<file path="config.mk">
export PLATFORM = sky130hd
export DESIGN_NAME = idli_uart_tx_arb_m
export DESIGN_NICKNAME = d
export VERILOG_FILES = /design/src/rtl/idli_uart_tx_arb_m.sv
export SDC_FILE = /design/constraint.sdc
export NUM_CORES = 1
export LEC_CHECK = 0
export ABC_CLOCK_PERIOD_IN_PS = 1600
export CORE_ASPECT_RATIO = 1.1
export CORE_MARGIN = 2
export CORE_UTILIZATION = 44
export DETAILED_ROUTE_END_ITERATION = 8
export GPL_TIMING_DRIVEN = 1
export PLACE_DENSITY = 0.77
export SKIP_LAST_GASP = 1
export SYNTH_ARGS = -nofsm -noshare
export SYNTH_HDL_FRONTEND = slang
export SYNTH_SLANG_ARGS = --single-unit
</file>
<file path="constraint.sdc">
create_clock -name i_uart_gck -period 1.6 [get_ports i_uart_gck]
set_input_delay 0.24 -clock i_uart_gck [delete_from_list [all_inputs] [get_ports i_uart_gck]]
set_output_delay 0.24 -clock i_uart_gck [all_outputs]
set_load 0.05 [all_outputs]
</file>
<file path="src/rtl/idli_uart_tx_arb_m.sv">
// Round-robin arbiter sharing one nibble-wide UART TX between NUM_REQ requesters, with optional byte lock.
// Define IDLI_UART_ARB_LOCK_TIMEOUT_EN to revoke an idle lock after LOCK_TIMEOUT cycles.
module idli_uart_tx_arb_m #(
  parameter int NUM_REQ      = 2,
  parameter int LOCK_TIMEOUT = 16
) (
  input  logic                    i_uart_gck,
  input  logic                    i_uart_rst_n,
  input  logic [NUM_REQ-1:0][3:0] i_arb_req_data,
  input  logic [NUM_REQ-1:0]      i_arb_req_vld,
  input  logic [NUM_REQ-1:0]      i_arb_req_lock,
  output logic [NUM_REQ-1:0]      o_arb_req_acp,
  output logic [NUM_REQ-1:0]      o_arb_gnt,
  output logic [3:0]              o_uart_tx,
  output logic                    o_uart_tx_vld,
  input  logic                    i_uart_tx_acp
);
  localparam int OWN_W = (NUM_REQ > 1) ? $clog2(NUM_REQ) : 1;

  typedef enum logic [2:0] {ARB, COL_LO, COL_HI, SND_LO, SND_HI} state_t;

  state_t             state_q, state_next;
  logic [OWN_W-1:0]   owner_q, owner_next;
  logic [OWN_W-1:0]   last_q, last_next;
  logic [OWN_W-1:0]   rr_pick;
  logic               rr_found;
  logic               lock_q, lock_next;
  logic [7:0]         byte_q;
  logic [NUM_REQ-1:0] owner_onehot;
  logic               owner_vld;
  logic [3:0]         owner_data;
  logic               timeout;

  for (genvar gi = 0; gi < NUM_REQ; gi++) begin : g_onehot
    assign owner_onehot[gi] = (owner_q == OWN_W'(gi));
  end

  assign owner_vld  = i_arb_req_vld[owner_q];
  assign owner_data = i_arb_req_data[owner_q];

  // Search starts just after the last released owner and wraps.
  always_comb begin
    rr_pick  = '0;
    rr_found = 1'b0;
    for (int k = 1; k <= NUM_REQ; k++) begin
      if (!rr_found && i_arb_req_vld[(int'(last_q) + k) % NUM_REQ]) begin
        rr_found = 1'b1;
        rr_pick  = OWN_W'((int'(last_q) + k) % NUM_REQ);
      end
    end
  end

`ifdef IDLI_UART_ARB_LOCK_TIMEOUT_EN
  localparam int CNT_W = $clog2(LOCK_TIMEOUT + 1);

  logic [CNT_W-1:0] idle_cnt_q;
  logic             lock_idle;

  assign lock_idle = (state_q == COL_LO) && lock_q && !owner_vld;
  assign timeout   = lock_idle && (idle_cnt_q == CNT_W'(LOCK_TIMEOUT - 1));

  always_ff @(posedge i_uart_gck or negedge i_uart_rst_n) begin
    if (!i_uart_rst_n) begin
      idle_cnt_q <= '0;
    end else if (lock_idle && !timeout) begin
      idle_cnt_q <= idle_cnt_q + 1'b1;
    end else begin
      idle_cnt_q <= '0;
    end
  end
`else
  // LOCK_TIMEOUT only matters in the timeout build.
  logic unused_lock_cfg;
  assign unused_lock_cfg = (LOCK_TIMEOUT > 0);
  assign timeout         = 1'b0;
`endif

  always_ff @(posedge i_uart_gck or negedge i_uart_rst_n) begin
    if (!i_uart_rst_n) begin
      state_q <= ARB;
      owner_q <= '0;
      last_q  <= OWN_W'(NUM_REQ - 1);
      lock_q  <= 1'b0;
    end else begin
      state_q <= state_next;
      owner_q <= owner_next;
      last_q  <= last_next;
      lock_q  <= lock_next;
    end
  end

  always_ff @(posedge i_uart_gck) begin
    if (state_q == COL_LO && owner_vld) byte_q[3:0] <= owner_data;
    if (state_q == COL_HI && owner_vld) byte_q[7:4] <= owner_data;
  end

  always_comb begin
    state_next    = state_q;
    owner_next    = owner_q;
    last_next     = last_q;
    lock_next     = lock_q;
    o_arb_req_acp = '0;
    o_arb_gnt     = owner_onehot;
    o_uart_tx     = 4'h0;
    o_uart_tx_vld = 1'b0;
    case (state_q)
      ARB: begin
        o_arb_gnt = '0;
        if (rr_found) begin
          owner_next = rr_pick;
          state_next = COL_LO;
        end
      end
      COL_LO: begin
        o_arb_req_acp = owner_onehot;
        if (owner_vld) begin
          state_next = COL_HI;
        end else if (timeout) begin
          state_next = ARB;
          last_next  = owner_q;
          lock_next  = 1'b0;
        end
      end
      COL_HI: begin
        o_arb_req_acp = owner_onehot;
        if (owner_vld) begin
          lock_next  = i_arb_req_lock[owner_q];
          state_next = SND_LO;
        end
      end
      SND_LO: begin
        o_uart_tx_vld = 1'b1;
        o_uart_tx     = byte_q[3:0];
        if (i_uart_tx_acp) state_next = SND_HI;
      end
      SND_HI: begin
        // The TX takes this nibble unconditionally, so never wait here.
        o_uart_tx_vld = 1'b1;
        o_uart_tx     = byte_q[7:4];
        if (lock_q) begin
          state_next = COL_LO;
        end else begin
          state_next = ARB;
          last_next  = owner_q;
        end
      end
      default: state_next = ARB;
    endcase
  end
endmodule

</file>
==> metrics.yaml, run 1 <==
synth_flop_cell: "edfxtp_1"
fin_nets: 109
die_area_um2: 2020
grt.busiest_layer: "met2"
muxShareOfSynthArea_pct: 10.9
grt_pass1_vias: 558
die_w_um: 43.0
vias: 599
avgRoutedWirePerCell_um: 13.4
via_per_inst: 5.45
grt_max_degree: 14
placeableCoreArea_um2: 1580
p_leak_nw: 0.453
finalPower_mw: 2.42
maxCapViolCount: 0
startpoint_type: "flop"
detailed_place_hpwl_um: 1080
start_util_pct: 46.7
syn_inst: 60
cts_made_buffers: 3
rsz0062_at_grt: "yes"
drcViolationCount: 0
holdCritPathClass: "input pin to async pin"
synthesis.area_um2: 737
skew_ns: 0.000713
finalMaxSlewViolations: 0
drive_gt1_share_pct: 41.9
post-place-cells: 102
grt_use_met1_pct: 18.8
overflow: 0
htreeDepth: 1
clk_pin_slew_worst_paths_ns: 0.08
mostFrequentLayoutCells: "14 x clkdlybuf4s50_1, 12 x buf_4, 8 x edfxtp_1"
arrival_ns: 1.43
clkLatencyLatePin_ns: 0.28
synth-compound-area-share_pct: 10.9
post_layout_nonfiller_instances: 110
die_height_um: 46.9
hold_viol_final: 0
cts_tree: "done"
violations: "setup timing"
n_antenna_cell: 0
gp_congestion: 0.744
cts-root-buf: "clkbuf_4"
layout_commonest_cell: "clkdlybuf4s50_1"
setup_viol: 5
area_growth_pct: 55.9
placement.io_buffers: 23
endpoint_kind: "output pin"
period_minus_slack_ns: 1.67
ys_warn_count: 0
synthesis.nets: 75
grt_pass1_wl_um: 2350
max-vdd-ir-drop_v: 0.00151
firstDrtPassIters: 5
synth-edff-count: 8
seq_area_frac_synth_pct: 53.1
synth-async-reset-ratio_pct: 42.9
wl_um: 1480
io_pins: 24
fmax_ghz: 0.598
worst_pin_slew_ns: 0.467
drt_iter0_drc: 20
fill_cells: 118
cts_buffer_depth: 2
cp_max_fo: 6
crit_required_ns: 1.36
cts_sinks: 14
critPathKind: "flop to output pin"
dp_slack_ns: -0.0295
whs_ns: 0.200
synth_top_family_by_area: "simple AND/OR/NAND/NOR gates"
synth-simple-area-share_pct: 19.0
timing.final.crit_share_pct: 105
ant_nets: 0
synth_cell_type_count: 26
synth_fa_ha_area_share_pct: 0
use_met2_pct: 28.5
setup_ws_ns: -0.0733
std_cell_rows: 15
grtUsageMet3_pct: 3.85
max_slew_margin_pct: 68.6
groute.usage.overall_pct: 16.5
outcome: "finished, violations left"
ys_ff_latch: 14
synthXorXnorAreaFrac_pct: 1.19
avgSynthCellArea_um2: 12.3
final_core_util_pct: 72.9
powerDensity_nw_per_um2: 2110
antenna_found_initial: 0
report_power, final:
part	internal, mW	total (mW)	leakage (nW)	switching, mW
clock	0.0907	0.202	0.0154	0.111
sequential	0.535	0.636	0.140	0.101
combinational	0.733	1.58	0.297	0.850
total	1.36	2.42	0.453	1.06
synthesized netlist by cell type (2+ instances only):
cell      number  area, um^2
edfxtp_1       8         240
nand2_1        6        22.5
dfrtp_1        5         125
nor2_1         5        18.8
a22o_1         4        35.0
mux2_2         4        45.0
a21oi_1        3        15.0
a32o_1         2        20.0
buf_2          2        10.0
buf_6          2        22.5
mux2i_1        2        20.0
nor3_1         2        10.0
o21ai_0        2        10.0
metrics by stage:
| stage | TNS [ns] | cell area, um^2 |
|---|---|---|
| 2_1_floorplan | 0 | 747 |
| 3_3_place_gp | 0 | 1080 |
| 3_5_place_dp | -0.118 | 1080 |
| 4_1_cts | -0.492 | 1130 |
| 5_1_grt | -0.680 | 1150 |
| 6_report | -0.327 | 1150 |
state kept, by name (all words and copies together) (netlist names):
name / count
state_q: 3
byte_q: 8
lock_q: 1
owner_q: 1
last_q: 1
per-layer routing:
layer	share of wire [%]	vias up
met5	0	-
met4	2.9	0
met3	4.5	5
met2	52	17
met1	41	295
li1	-	282
critical path, stage by stage, from the launching register on:
cell	delay, ns
dfrtp_2	0.46
nor3b_4	0.31
a22o_1	0.23
buf_12	0.15
worst paths after layout:
path,from,endpoint,slack [ns],cells past startpoint
max,state_q[0],o_uart_tx[0],-0.07,3
min,i_uart_rst_n,state_q[2],0.20,1
max reg2reg,state_q[1],byte_q[6],0.10,3
min reg2reg,lock_q,state_q[0],0.53,1
max in group asynchronous,i_uart_rst_n,last_q,1.12,1
min in group i_uart_gck,lock_q,state_q[0],0.53,1
final cells by class:
| type | count | area, um^2 | area share, % |
|---|---|---|---|
| clock buffers | 3 | 22.5 | 1.96 |
| inverters | 1 | 3.75 | 0.327 |
| multi-input cells | 41 | 332 | 28.9 |
| well taps | 17 | 21.3 | 1.85 |
| flip-flops and latches | 14 | 395 | 34.4 |
| clock inverters | 1 | 3.75 | 0.327 |
| repair buffers | 33 | 370 | 32.2 |
cell families (layout without fill, tap and decap cells):
| group | after synthesis | in the layout |
|---|---|---|
| AND/OR/NAND/NOR | 22 | 22 |
| flip-flops | 14 | 14 |
| AO/OA/AOI/OAI | 11 | 11 |
| multiplexers | 7 | 7 |
| buffers and inverters | 5 | 38 |
| XOR/XNOR | 1 | 1 |
timing repair:
item	CTS	global route
gates resized for setup	4	2
setup buffers	3	1
gates cloned	0	0
hold buffers	0	0
setup endpoints to repair	8	8
pin swaps	4	2
No activity file was read; power rests on OpenSTA's default activity.
==> run 2: changes to the inputs <==
ABC_CLOCK_PERIOD_IN_PS = 1500   (was 1600)
CORE_UTILIZATION = 39   (was 44)
PLACE_DENSITY = 0.7   (was 0.77)
clock period = 1.5 ns   (was 1.6 ns; I/O delays follow)
==> run 2 against run 1 <==
Net effect: the run still ends with setup timing left; hold slack worse by 0.0088 ns; sequential share of layout area decreased by 1.9 points; wire length rose by 8.9%; final cell count up 6.4%; clock skew rose by 0.0023 ns; largest cell class is now non-clock buffers; largest power group unchanged.
==> metrics.yaml, run 2 (synthesis results as in run 1) <==
outcome: "finished, violations left"
violations: "setup timing"
tns_ns: -1.19
wl_um: 1610
r2r-end: "byte_q[0]"
skew_ns: 0.00304
largest_register: "byte_q"
cpPeakStageDelay_ns: 0.47
fin_area_um2: 1210
drive_gt1_share_pct: 46.5
cp_top_family: "flip-flops"
layout_commonest_cell: "buf_4"
drt_iter0_drc: 10
period_minus_slack_ns: 1.64
post_layout_nonfiller_instances: 117
startpoint_type: "flop"
r2r_cells: 6
holdCritPathClass: "input pin to async pin"
regArea_um2: 394
die_area_um2: 2250
clk_pin_slew_worst_paths_ns: 0.09
cts_sinks: 14
start_util_pct: 41.4
die_w_um: 45.4
p_leak_nw: 0.491
placement.io_buffers: 23
n_antenna_cell: 0
max-vdd-ir-drop_v: 0.00166
cp.buffers_inverters: 1
multi_input_area_um2: 337
grt_pass1_wl_um: 2680
maxCapViolCount: 0
firstDrtPassIters: 3
cts_buffer_depth: 2
crit_required_ns: 1.27
placeableCoreArea_um2: 1780
post-place-cells: 109
std_cell_rows: 16
clkLatencyLatePin_ns: 0.27
use_met2_pct: 25.6
timing.final.crit_share_pct: 109
finalMaxSlewViolations: 0
grt.busiest_layer: "met2"
cts-root-buf: "clkbuf_4"
rsz0062_at_grt: "yes"
grt_max_degree: 14
mostFrequentLayoutCells: "15 x buf_4, 14 x clkdlybuf4s50_1, 8 x edfxtp_1"
worst_pin_slew_ns: 0.301
htreeDepth: 1
drcViolationCount: 0
overflow: 0
antenna_found_initial: 0
setup_viol: 9
grtUsageMet3_pct: 2.20
cts_made_buffers: 3
cts-hold-fix-buffers: 0
fill_cells: 127
placed_area_um2: 1120
top_regs: "byte_q x8, state_q x3"
avgRoutedWirePerCell_um: 13.8
arrival_ns: 1.42
largest_reg_flops: 8
cts_tree: "done"
fin_nets: 115
crit_chain: "nor3b_4 -> a22o_1 -> buf_12"
max_slew_margin_pct: 79.9
crit_slowest_cell: "dfrtp_2"
groute.usage.overall_pct: 16.4
io_pins: 24
fmax_ghz: 0.609
powerDensity_nw_per_um2: 2280
hold_viol_final: 0
grt_pass1_vias: 609
critPathKind: "flop to output pin"
detailed_place_hpwl_um: 1210
endpoint_kind: "output pin"
ant_nets: 0
vias: 598
via_per_inst: 5.11
setup_ws_ns: -0.141
area_growth_pct: 64.5
cp_max_fo: 6
die_height_um: 49.6
reg2reg_from: "state_q[1]"
grt_use_met1_pct: 22.1
r2r_slack_ns: 0.07
gp_congestion: 0.743
[run 2: cell types whose count changed in the layout (fill, tap and decap cells not counted), sizes merged]
| cell | before | now |
|---|---|---|
| buf | 19 | 25 |
[run 2: worst max path at each step]
stage,start,endpoint,slack (ns),cells past startpoint
floorplan,state_q[1],o_arb_req_acp[1],-0.05,3
global placement,i_arb_req_vld[1],byte_q[4],-0.01,5
detailed placement,i_arb_req_vld[0],byte_q[0],-0.05,5
CTS,state_q[1],o_arb_req_acp[1],-0.17,4
global route,state_q[0],o_uart_tx[1],-0.24,3
finish,state_q[0],o_uart_tx[0],-0.14,3
[run 2: metal layers]
layer	part of all wire, %	vias up
li1	-	298
met1	42	288
met2	54	10
met3	2.7	2
met4	1.6	0
met5	0	-
[run 2: stage by stage]
step / power, mW / hold slack (ns) / utilization (%) / worst slack (ns)
CTS: 2.74 / 0.195 / 67.4 / -0.174
floorplan: 1.70 / -0.0706 / - / -0.0459
detailed placement: 2.42 / 0.499 / 63.1 / -0.0454
finish: 2.77 / 0.191 / 68.0 / -0.141
global placement: 2.38 / 0.493 / 63.1 / -0.0137
global route: 2.91 / 0.197 / 68.0 / -0.241
[run 2: cell type report]
cell class	count	share of cell area, %
sequential	14	32.5
clock buffer	3	1.86
inverter	1	0.516
clock inverter	1	0.310
timing repair buffer	39	35.2
tap	18	1.86
multi-input combinational	41	27.8
[run 2: where the power goes]
part	internal [mW]	switching (mW)	total [mW]
logic	0.915	0.970	1.89
registers	0.569	0.0962	0.666
clock network	0.0963	0.121	0.217
total	1.58	1.19	2.77
[run 2: worst register-to-register path: cells and delay by family, from the launching register on]
| kind | cells | cell delay [ns] |
|---|---|---|
| flip-flops | 1 | 0.45 |
| buffers and inverters | 4 | 0.47 |
| AND/OR/NAND/NOR | 2 | 0.25 |
[run 2: repair_timing]
action                                  CTS  global route
pin swaps                                 3             7
resized for setup                         5             5
endpoints found under the setup margin    9            20
endpoints found under the hold margin     0             0
setup buffers                             4             1
==> run 3: changes to the inputs <==
CORE_MARGIN = 4   (was 2)
==> run 3 against run 2 <==
Net effect: the flow still finishes with violations (setup timing); die area rose by 18%; non-clock buffer count fell by 4; core utilization fell by 2.9 points.
==> metrics.yaml, run 3 (synthesis results as in run 1) <==
outcome: "finished, violations left"
vias: 592
area_growth_pct: 57.4
antenna_found_initial: 0
placement.io_buffers: 23
rsz0062_at_grt: "yes"
clkLatencyLatePin_ns: 0.27
skew_ns: 0.00327
groute.usage.overall_pct: 12.3
avgRoutedWirePerCell_um: 13.1
crit_required_ns: 1.27
cts_buffer_depth: 2
n_antenna_cell: 0
placed_area_um2: 1120
wl_um: 1480
worst_pin_slew_ns: 0.283
drt_iter0_drc: 12
finalPower_mw: 2.62
startpoint: "state_q[0]"
fin_nets: 111
cp_max_fo: 6
critPathKind: "flop to output pin"
htreeDepth: 1
arrival_ns: 1.43
die_area_um2: 2650
post_layout_nonfiller_instances: 113
crit_slowest_cell: "dfrtp_2"
io_pins: 24
hold_viol_final: 0
cts_tree: "done"
clk_pin_slew_worst_paths_ns: 0.08
cpPeakStageDelay_ns: 0.47
holdCritPathClass: "input pin to async pin"
gp_congestion: 0.737
ant_nets: 0
startpoint_type: "flop"
endpoint_kind: "output pin"
crit_path_end: "o_uart_tx[0]"
violations: "setup timing"
finalMaxSlewViolations: 0
start_util_pct: 41.4
mostFrequentLayoutCells: "14 x clkdlybuf4s50_1, 13 x buf_4, 8 x edfxtp_1"
fmax_ghz: 0.604
r2r-end: "last_q"
timing.final.crit_share_pct: 110
r2r_slack_ns: 0.12
p_leak_nw: 0.464
detailed_place_hpwl_um: 1150
reg2reg_from: "state_q[0]"
setup_viol: 9
std_cell_rows: 16
r2r_cells: 4
largest_register: "byte_q"
drive_gt1_share_pct: 42.1
placeableCoreArea_um2: 1780
period_minus_slack_ns: 1.65
firstDrtPassIters: 4
fin_area_um2: 1160
cts-hold-fix-buffers: 0
max_slew_margin_pct: 81.1
setup_ws_ns: -0.155
layout_commonest_cell: "clkdlybuf4s50_1"
maxCapViolCount: 0
drcViolationCount: 0
overflow: 0
cts_made_buffers: 3
grt_pass1_vias: 577
top_regs: "byte_q x8, state_q x3"
crit_chain: "nor3b_4 -> a22o_1 -> buf_12"
grt_pass1_wl_um: 2480
post-place-cells: 108
cts_sinks: 14
via_per_inst: 5.24
max-vdd-ir-drop_v: 0.00157
cts-root-buf: "clkbuf_4"
die_height_um: 53.6
powerDensity_nw_per_um2: 2260
die_w_um: 49.4
largest_reg_flops: 8
grt_max_degree: 14
## run 3: report_power, final
part	switching, mW	internal [mW]
Sequential	0.105	0.569
Clock	0.111	0.0960
Combinational	0.911	0.827
Total	1.13	1.49
## run 3: metrics by stage
stage	worst slack (ns)	utilization, %	hold WS [ns]	TNS [ns]
2_1_floorplan	-0.0459	-	-0.0706	-0.0459
3_3_place_gp	-0.0190	62.7	0.500	-0.119
3_5_place_dp	-0.0356	62.7	0.496	-0.230
4_1_cts	-0.175	65.5	0.202	-1.07
5_1_grt	-0.262	65.1	0.201	-1.77
6_report	-0.155	65.1	0.192	-0.953
## run 3: how the worst min path moves through the flow
stage / startpoint / to / slack (ns) / depth (start not counted)
after CTS: i_uart_rst_n / state_q[1] / 0.20 / 1
after floorplan: i_uart_rst_n / lock_q / -0.07 / 0
after detailed placement: i_uart_rst_n / state_q[1] / 0.50 / 1
after global routing: i_uart_rst_n / state_q[1] / 0.20 / 1
after global placement: i_uart_rst_n / state_q[2] / 0.50 / 1
final: i_uart_rst_n / state_q[1] / 0.19 / 1
## run 3: timing repair
item,CTS,global route
setup buffers,2,1
hold endpoints to repair,0,0
pin swaps,2,4
resized for setup,4,0
endpoints found under the setup margin,9,10
## run 3: critical path: cells and delay by family, from the launching register on
kind / cells / cell delay [ns]
DFF: 1 / 0.47
buffers and inverters: 1 / 0.15
and+or+nand+nor: 1 / 0.32
AOI/OAI and AO/OA: 1 / 0.23
## run 3: routing by layer
metal / track usage [%] / routed length, um
met3: 3.05 / 79
met5: 0 / 0
met2: 21.2 / 737
met1: 15.4 / 636
met4: 4.15 / 24
## run 3: area by class of cell
cell class | instances | area [um^2]
Clock inverter | 1 | 3.75
Fill cell | 134 | 622
Clock buffer | 3 | 22.5
Sequential cell | 14 | 394
Inverter | 1 | 3.75
Timing Repair Buffer | 35 | 389
Tap cell | 18 | 22.5
Multi-Input combinational cell | 41 | 324
